--- config.mk ---
export PLATFORM = sky130hd
export DESIGN_NAME = uart_tx_drain
export DESIGN_NICKNAME = d
export VERILOG_FILES = /design/src/rtl/uart_tx_pkg.sv /design/src/rtl/uart_baud_gen.sv /design/src/rtl/uart_tx_drain.sv
export SDC_FILE = /design/constraint.sdc
export NUM_CORES = 1
export LEC_CHECK = 0
export CORE_MARGIN = 2
export CORE_UTILIZATION = 55
export CTS_BUF_LIST = sky130_fd_sc_hd__clkbuf_8
export DETAILED_ROUTE_END_ITERATION = 6
export GPL_ROUTABILITY_DRIVEN = 0
export PLACE_DENSITY = 0.8
export SETUP_SLACK_MARGIN = 0.4
export SLEW_MARGIN = 25
export SYNTH_ARGS = -nofsm -noshare
export SYNTH_HDL_FRONTEND = slang
export SYNTH_HIERARCHICAL = 1
export SYNTH_SLANG_ARGS = --single-unit
--- constraint.sdc ---
create_clock -name clk -period 3.7 [get_ports clk]
set_clock_uncertainty 0.1 [all_clocks]
set_input_delay 0.74 -clock clk [delete_from_list [all_inputs] [get_ports clk]]
set_output_delay 0.74 -clock clk [all_outputs]
set_load 0.03 [all_outputs]
--- src/rtl/uart_tx_pkg.sv ---
// Shared types and defaults for the FIFO-draining UART transmitter.
package uart_tx_pkg;

  // Transmitter sequencing states
  typedef enum logic [2:0] {
    ST_IDLE   = 3'd0,
    ST_POP    = 3'd1,
    ST_LOAD   = 3'd2,
    ST_START  = 3'd3,
    ST_DATA   = 3'd4,
    ST_PARITY = 3'd5,
    ST_STOP   = 3'd6
  } tx_state_t;

  localparam int DEF_WIDTH        = 8;
  localparam int DEF_CLKS_PER_BIT = 16;

  // Parity of a data word; odd=1 inverts the even-parity result.
  // Zero-extension of narrower words does not change the XOR reduction.
  function automatic logic parity_of(input logic [63:0] data, input logic odd);
    return (^data) ^ odd;
  endfunction

endpackage

--- src/rtl/uart_baud_gen.sv ---
// Bit-period counter: counts 0..CLKS_PER_BIT-1 and strobes bit_end on the
// final cycle of every bit. bit_last announces that bit_end will be high in
// the following cycle so the caller can register outputs aligned to it.
module uart_baud_gen
#(
  parameter int CLKS_PER_BIT = 16
)
(
  input  logic clk,
  input  logic rst_n,
  input  logic clear,
  output logic bit_end,
  output logic bit_last
);

  localparam int CW = $clog2(CLKS_PER_BIT);
  localparam logic [CW-1:0] LAST = CW'(CLKS_PER_BIT - 1);

  logic [CW-1:0] cnt_r;
  logic [CW-1:0] cnt_next_s;
  logic          bit_end_r;

  // Next count: restart on clear or at the end of a bit period
  always_comb begin
    cnt_next_s = cnt_r;
    if (clear) begin
      cnt_next_s = {CW{1'b0}};
    end else if (cnt_r == LAST) begin
      cnt_next_s = {CW{1'b0}};
    end else begin
      cnt_next_s = cnt_r + CW'(1);
    end
  end

  assign bit_last = (cnt_next_s == LAST);
  assign bit_end  = bit_end_r;

  // Counter and registered end-of-bit strobe
  always_ff @(posedge clk or negedge rst_n) begin
    if (!rst_n) begin
      cnt_r     <= {CW{1'b0}};
      bit_end_r <= 1'b0;
    end else begin
      cnt_r     <= cnt_next_s;
      bit_end_r <= bit_last;
    end
  end

endmodule

--- src/rtl/uart_tx_drain.sv ---
// Pops words from a registered-read FIFO and serialises them as UART frames:
// start bit, WIDTH data bits LSB first, optional parity, one stop bit.
// Every output is a flop loaded from the next-state decode, so outputs line
// up with the state they describe without any combinational input path.
module uart_tx_drain
  import uart_tx_pkg::*;
#(
  parameter int WIDTH        = DEF_WIDTH,
  parameter int CLKS_PER_BIT = DEF_CLKS_PER_BIT,
  parameter int PARITY_EN    = 0,
  parameter int PARITY_ODD   = 0
)
(
  input  logic             clk,
  input  logic             rst_n,
  input  logic             enable,
  input  logic             fifo_empty,
  input  logic [WIDTH-1:0] fifo_data,
  output logic             fifo_rd_en,
  output logic             tx,
  output logic             busy,
  output logic             tx_done,
  output logic [15:0]      bytes_sent
);

  localparam int BW = $clog2(WIDTH + 1);
  localparam logic [BW-1:0] LAST_BIT = BW'(WIDTH - 1);
  localparam logic PAR_EN  = (PARITY_EN  != 0) ? 1'b1 : 1'b0;
  localparam logic PAR_ODD = (PARITY_ODD != 0) ? 1'b1 : 1'b0;

  tx_state_t        state_r,   state_next_s;
  logic [WIDTH-1:0] shift_r,   shift_next_s;
  logic [BW-1:0]    bit_cnt_r, bit_cnt_next_s;
  logic             parity_r,  parity_next_s;
  logic [15:0]      bytes_r,   bytes_next_s;
  logic             tx_r,      tx_s;
  logic             rd_en_r,   rd_en_s;
  logic             busy_r,    busy_s;
  logic             done_r,    done_s;
  logic             clear_s;
  logic             bit_end_s;
  logic             bit_last_s;

  // The bit period restarts on the cycle that enters START
  assign clear_s = (state_r == ST_LOAD);

  uart_baud_gen #(.CLKS_PER_BIT(CLKS_PER_BIT)) u_baud (
    .clk      (clk),
    .rst_n    (rst_n),
    .clear    (clear_s),
    .bit_end  (bit_end_s),
    .bit_last (bit_last_s)
  );

  // Next-state, datapath and frame-count decode
  always_comb begin
    state_next_s   = state_r;
    shift_next_s   = shift_r;
    bit_cnt_next_s = bit_cnt_r;
    parity_next_s  = parity_r;
    bytes_next_s   = bytes_r;
    case (state_r)
      ST_IDLE: begin
        if (enable && !fifo_empty) state_next_s = ST_POP;
        else                       state_next_s = ST_IDLE;
      end
      ST_POP: begin
        state_next_s = ST_LOAD;
      end
      ST_LOAD: begin
        shift_next_s   = fifo_data;
        parity_next_s  = parity_of(64'(fifo_data), PAR_ODD);
        bit_cnt_next_s = {BW{1'b0}};
        state_next_s   = ST_START;
      end
      ST_START: begin
        if (bit_end_s) state_next_s = ST_DATA;
        else           state_next_s = ST_START;
      end
      ST_DATA: begin
        if (bit_end_s) begin
          shift_next_s = {1'b0, shift_r[WIDTH-1:1]};
          if (bit_cnt_r == LAST_BIT) begin
            bit_cnt_next_s = {BW{1'b0}};
            state_next_s   = PAR_EN ? ST_PARITY : ST_STOP;
          end else begin
            bit_cnt_next_s = bit_cnt_r + BW'(1);
            state_next_s   = ST_DATA;
          end
        end else begin
          state_next_s = ST_DATA;
        end
      end
      ST_PARITY: begin
        if (bit_end_s) state_next_s = ST_STOP;
        else           state_next_s = ST_PARITY;
      end
      ST_STOP: begin
        if (bit_end_s) begin
          bytes_next_s = bytes_r + 16'd1;
          // fifo_empty is only looked at here and in IDLE: one pop per frame
          if (enable && !fifo_empty) state_next_s = ST_POP;
          else                       state_next_s = ST_IDLE;
        end else begin
          state_next_s = ST_STOP;
        end
      end
      default: begin
        state_next_s = ST_IDLE;
      end
    endcase
  end

  // Output values for the state being entered
  always_comb begin
    tx_s = 1'b1;
    case (state_next_s)
      ST_START:  tx_s = 1'b0;
      ST_DATA:   tx_s = shift_next_s[0];
      ST_PARITY: tx_s = parity_next_s;
      default:   tx_s = 1'b1;
    endcase
    rd_en_s = (state_next_s == ST_POP);
    busy_s  = (state_next_s != ST_IDLE);
    done_s  = (state_next_s == ST_STOP) && bit_last_s;
  end

  // State, datapath and registered outputs
  always_ff @(posedge clk or negedge rst_n) begin
    if (!rst_n) begin
      state_r   <= ST_IDLE;
      shift_r   <= {WIDTH{1'b0}};
      bit_cnt_r <= {BW{1'b0}};
      parity_r  <= 1'b0;
      bytes_r   <= 16'd0;
      tx_r      <= 1'b1;
      rd_en_r   <= 1'b0;
      busy_r    <= 1'b0;
      done_r    <= 1'b0;
    end else begin
      state_r   <= state_next_s;
      shift_r   <= shift_next_s;
      bit_cnt_r <= bit_cnt_next_s;
      parity_r  <= parity_next_s;
      bytes_r   <= bytes_next_s;
      tx_r      <= tx_s;
      rd_en_r   <= rd_en_s;
      busy_r    <= busy_s;
      done_r    <= done_s;
    end
  end

  assign fifo_rd_en = rd_en_r;
  assign tx         = tx_r;
  assign busy       = busy_r;
  assign tx_done    = done_r;
  assign bytes_sent = bytes_r;

endmodule
==> metrics.txt <==
status finished, final reports clean; f_max 427.6 MHz; crit path time final 2339 ps; Commonest cells post-synth dfrtp_1, nand2_1, xnor2_1; layout cells sized above 1 9.091%; port buffer count 31; Max FO, Critical Path 6; Root Buffer clkbuf_8; Placed Area about 2300 µm²; antenna-violating nets left 0; Die Ht between 60 and 70 µm; Worst-path clk slew 80 ps; Post-synth EDFFs 0; top post-synthesis cells by area dfrtp_1, xnor2_1, xor2_1; WL per Instance 14.99 µm; Synth Instances 186; post-CTS setup buffers 0; Worst Tran Pin Value 894.7 ps; hpwl dp roughly 2800 µm; final hold vios 0; GR Overflow Total 0; num ports 32; Leak Pwr 1.111 nW; core area ~3400 µm²; maximum VDD drop 0.0003685 V; Bufs and invs on worst path 1; MaxCap Viol Count 0; final slew viol count 0; top cell type by total area after synthesis dfrtp_1; Worst-Skew Late Latency 290 ps; floorplan row count 21; Yosys reg bits 41; area of the mapped netlist 1991 µm²; critical path class reg2out; slowest cell on the critical path clkdlybuf4s50_1; RSZ-0062 raised after global routing false; fin crit share a little over three fifths; initial antenna violation count 0; DRC errors left 0; Total GRT Usage 21.63%; Syn Nets 201; DR top layer met4; crit path capture type output pin; most common cell in the netlist dfrtp_1; Antenna Cells 0; Startpoint Class register; critical path's top delay family buffers and inverters; Seq/Total Area, Yosys slightly above 50%; DRT met1 WL 1660 µm; Via density around 5.7; clock tree buffer depth 2; CP required ~2900 ps; met3 wire length 174 µm; Die W 64.16 µm; Critical Path, Cell by Cell clkdlybuf4s50_1; critical path's largest stage delay 720 ps; Via Count 1512; met2 routed WL between 2000 and 2500 µm; CP arrival 1500 ps; Die ar. 4117 µm²; Syn. warnings 6; Synth Area per Inst 10.70 µm²; # H-tree levels 2; initial core utilization 58.28%; clk sinks 41; final setup vio count 0; Slew HR 40.35%; largest net degree at the start of global routing 42; global-route wire length before repair just under 7000 µm; Cell Pwr Density 544.9 nW/µm²; Post-synth top flop dfrtp_1; CTS tree built; post-synth top area share approximately half; fraction of registers with async set/reset between 90% and 100%; initial DRC count 67; area delta synth->final 23.88%; post-cts sizing count 0; CTS buffer count 5; CTS Hold Bufs 0; setup TNS 0 ps; Pre-antenna DRT Iters 4; post-synth cell types 49; vias in the first global route about 1.5k; Hold Path Class reg2reg; drt total wl 3987 µm; nets 234; post-route cell area 2466 µm²
==> worst paths after layout <==
kind	startpoint	to	slack (ps)	cells past startpoint
setup / recovery	bytes_sent[2]$_DFFE_PN0P_	bytes_sent[2]	1360	1
hold / removal	bytes_sent[15]$_DFFE_PN0P_	bytes_sent[15]$_DFFE_PN0P_	370	1
setup reg to reg	state_r[2]$_DFF_PN0_	bytes_sent[14]$_DFFE_PN0P_	1610	4
hold reg to reg	bytes_sent[15]$_DFFE_PN0P_	bytes_sent[15]$_DFFE_PN0P_	370	1
max in group asynchronous	rst_n	bit_cnt_r[3]$_DFFE_PN0P_	2470	1
min in group asynchronous	rst_n	bytes_sent[0]$_DFFE_PN0P_	460	1
==> layout by cell type, fill, tap and decap left out, types with 2 or more instances in the layout <==
cell and n:
dfrtp_1 40, clkdlybuf4s50_1 30, nand2_1 20, xnor2_1 15, a21oi_1 9, nor2_1 9, xor2_1 9, inv_1 8
o21ai_0 6, a22oi_1 6, nand3_1 5, clkbuf_8 5, nor3_1 4, nor2b_1 3, nand4_1 3, a22o_1 3
ha_1 3, and3_1 2, and3b_1 2, o31ai_1 2, and2_1 2, a31oi_1 2, bufinv_16 2, buf_4 2
==> area by class of cell <==
type / count / area, µm²
sequential: 41 / 1027
fill: 259 / 949.7
multi-input combinational: 130 / 897.1
timing repair buffer: 33 / 320.3
clock buffer: 5 / 68.82
clock inverter: 3 / 65.06
tap: 46 / 57.56
inverter: 8 / 30.03
==> per-stage QoR <==
step                      hold WS [ps]  util (%)  setup slack (ps)   power, W  instances
after floorplan                  337.6         -              1878  0.0008315        186
after global placement           349.3     68.28              1599  0.0009074        258
after detailed placement         362.1     68.28              1570  0.0009286        258
after CTS                        371.4     72.20              1357   0.001351        266
after global routing             399.3     72.20              1335   0.001423        266
final                            367.5     72.20              1361   0.001344        266
==> kinds of logic (layout without fill, tap and decap cells) <==
| family | Yosys count | after routing | synth area share [%] |
|---|---|---|---|
| AOI/OAI and AO/OA | 36 | 36 | 12.51 |
| xor gates and xnor gates | 24 | 24 | 10.56 |
| adders and majority gates | 3 | 3 | 1.886 |
| buffers and inverters | 15 | 49 | 3.331 |
| DFF | 41 | 41 | 51.60 |
| muxes | 2 | 2 | 1.068 |
| and+or+nand+nor | 65 | 65 | 19.05 |
==> power by group <==
part | internal (W) | total, W | leakage (nW) | switching (W)
sequential | 0.000539 | 0.000631 | 0.531 | 0.0000919
combinational | 0.000140 | 0.000292 | 0.511 | 0.000152
clock | 0.000268 | 0.000420 | 0.0681 | 0.000152
total | 0.000947 | 0.00134 | 1.11 | 0.000396
==> flip-flops by register name, indices dropped and copies added (netlist names), 3 cells and up <==
register      count
bytes_sent       16
shift_r           8
bit_cnt_r         4
u_baud/cnt_r      4
state_r           3
==> metal layers <==
layer / vias to the layer above / track usage (%)
met3: 4 / 4.225
met5: - / 0
met4: 0 / 7.181
li1: 720 / -
met1: 750 / 25.12
met2: 38 / 39.71
(Power assumes the default switching activity.)
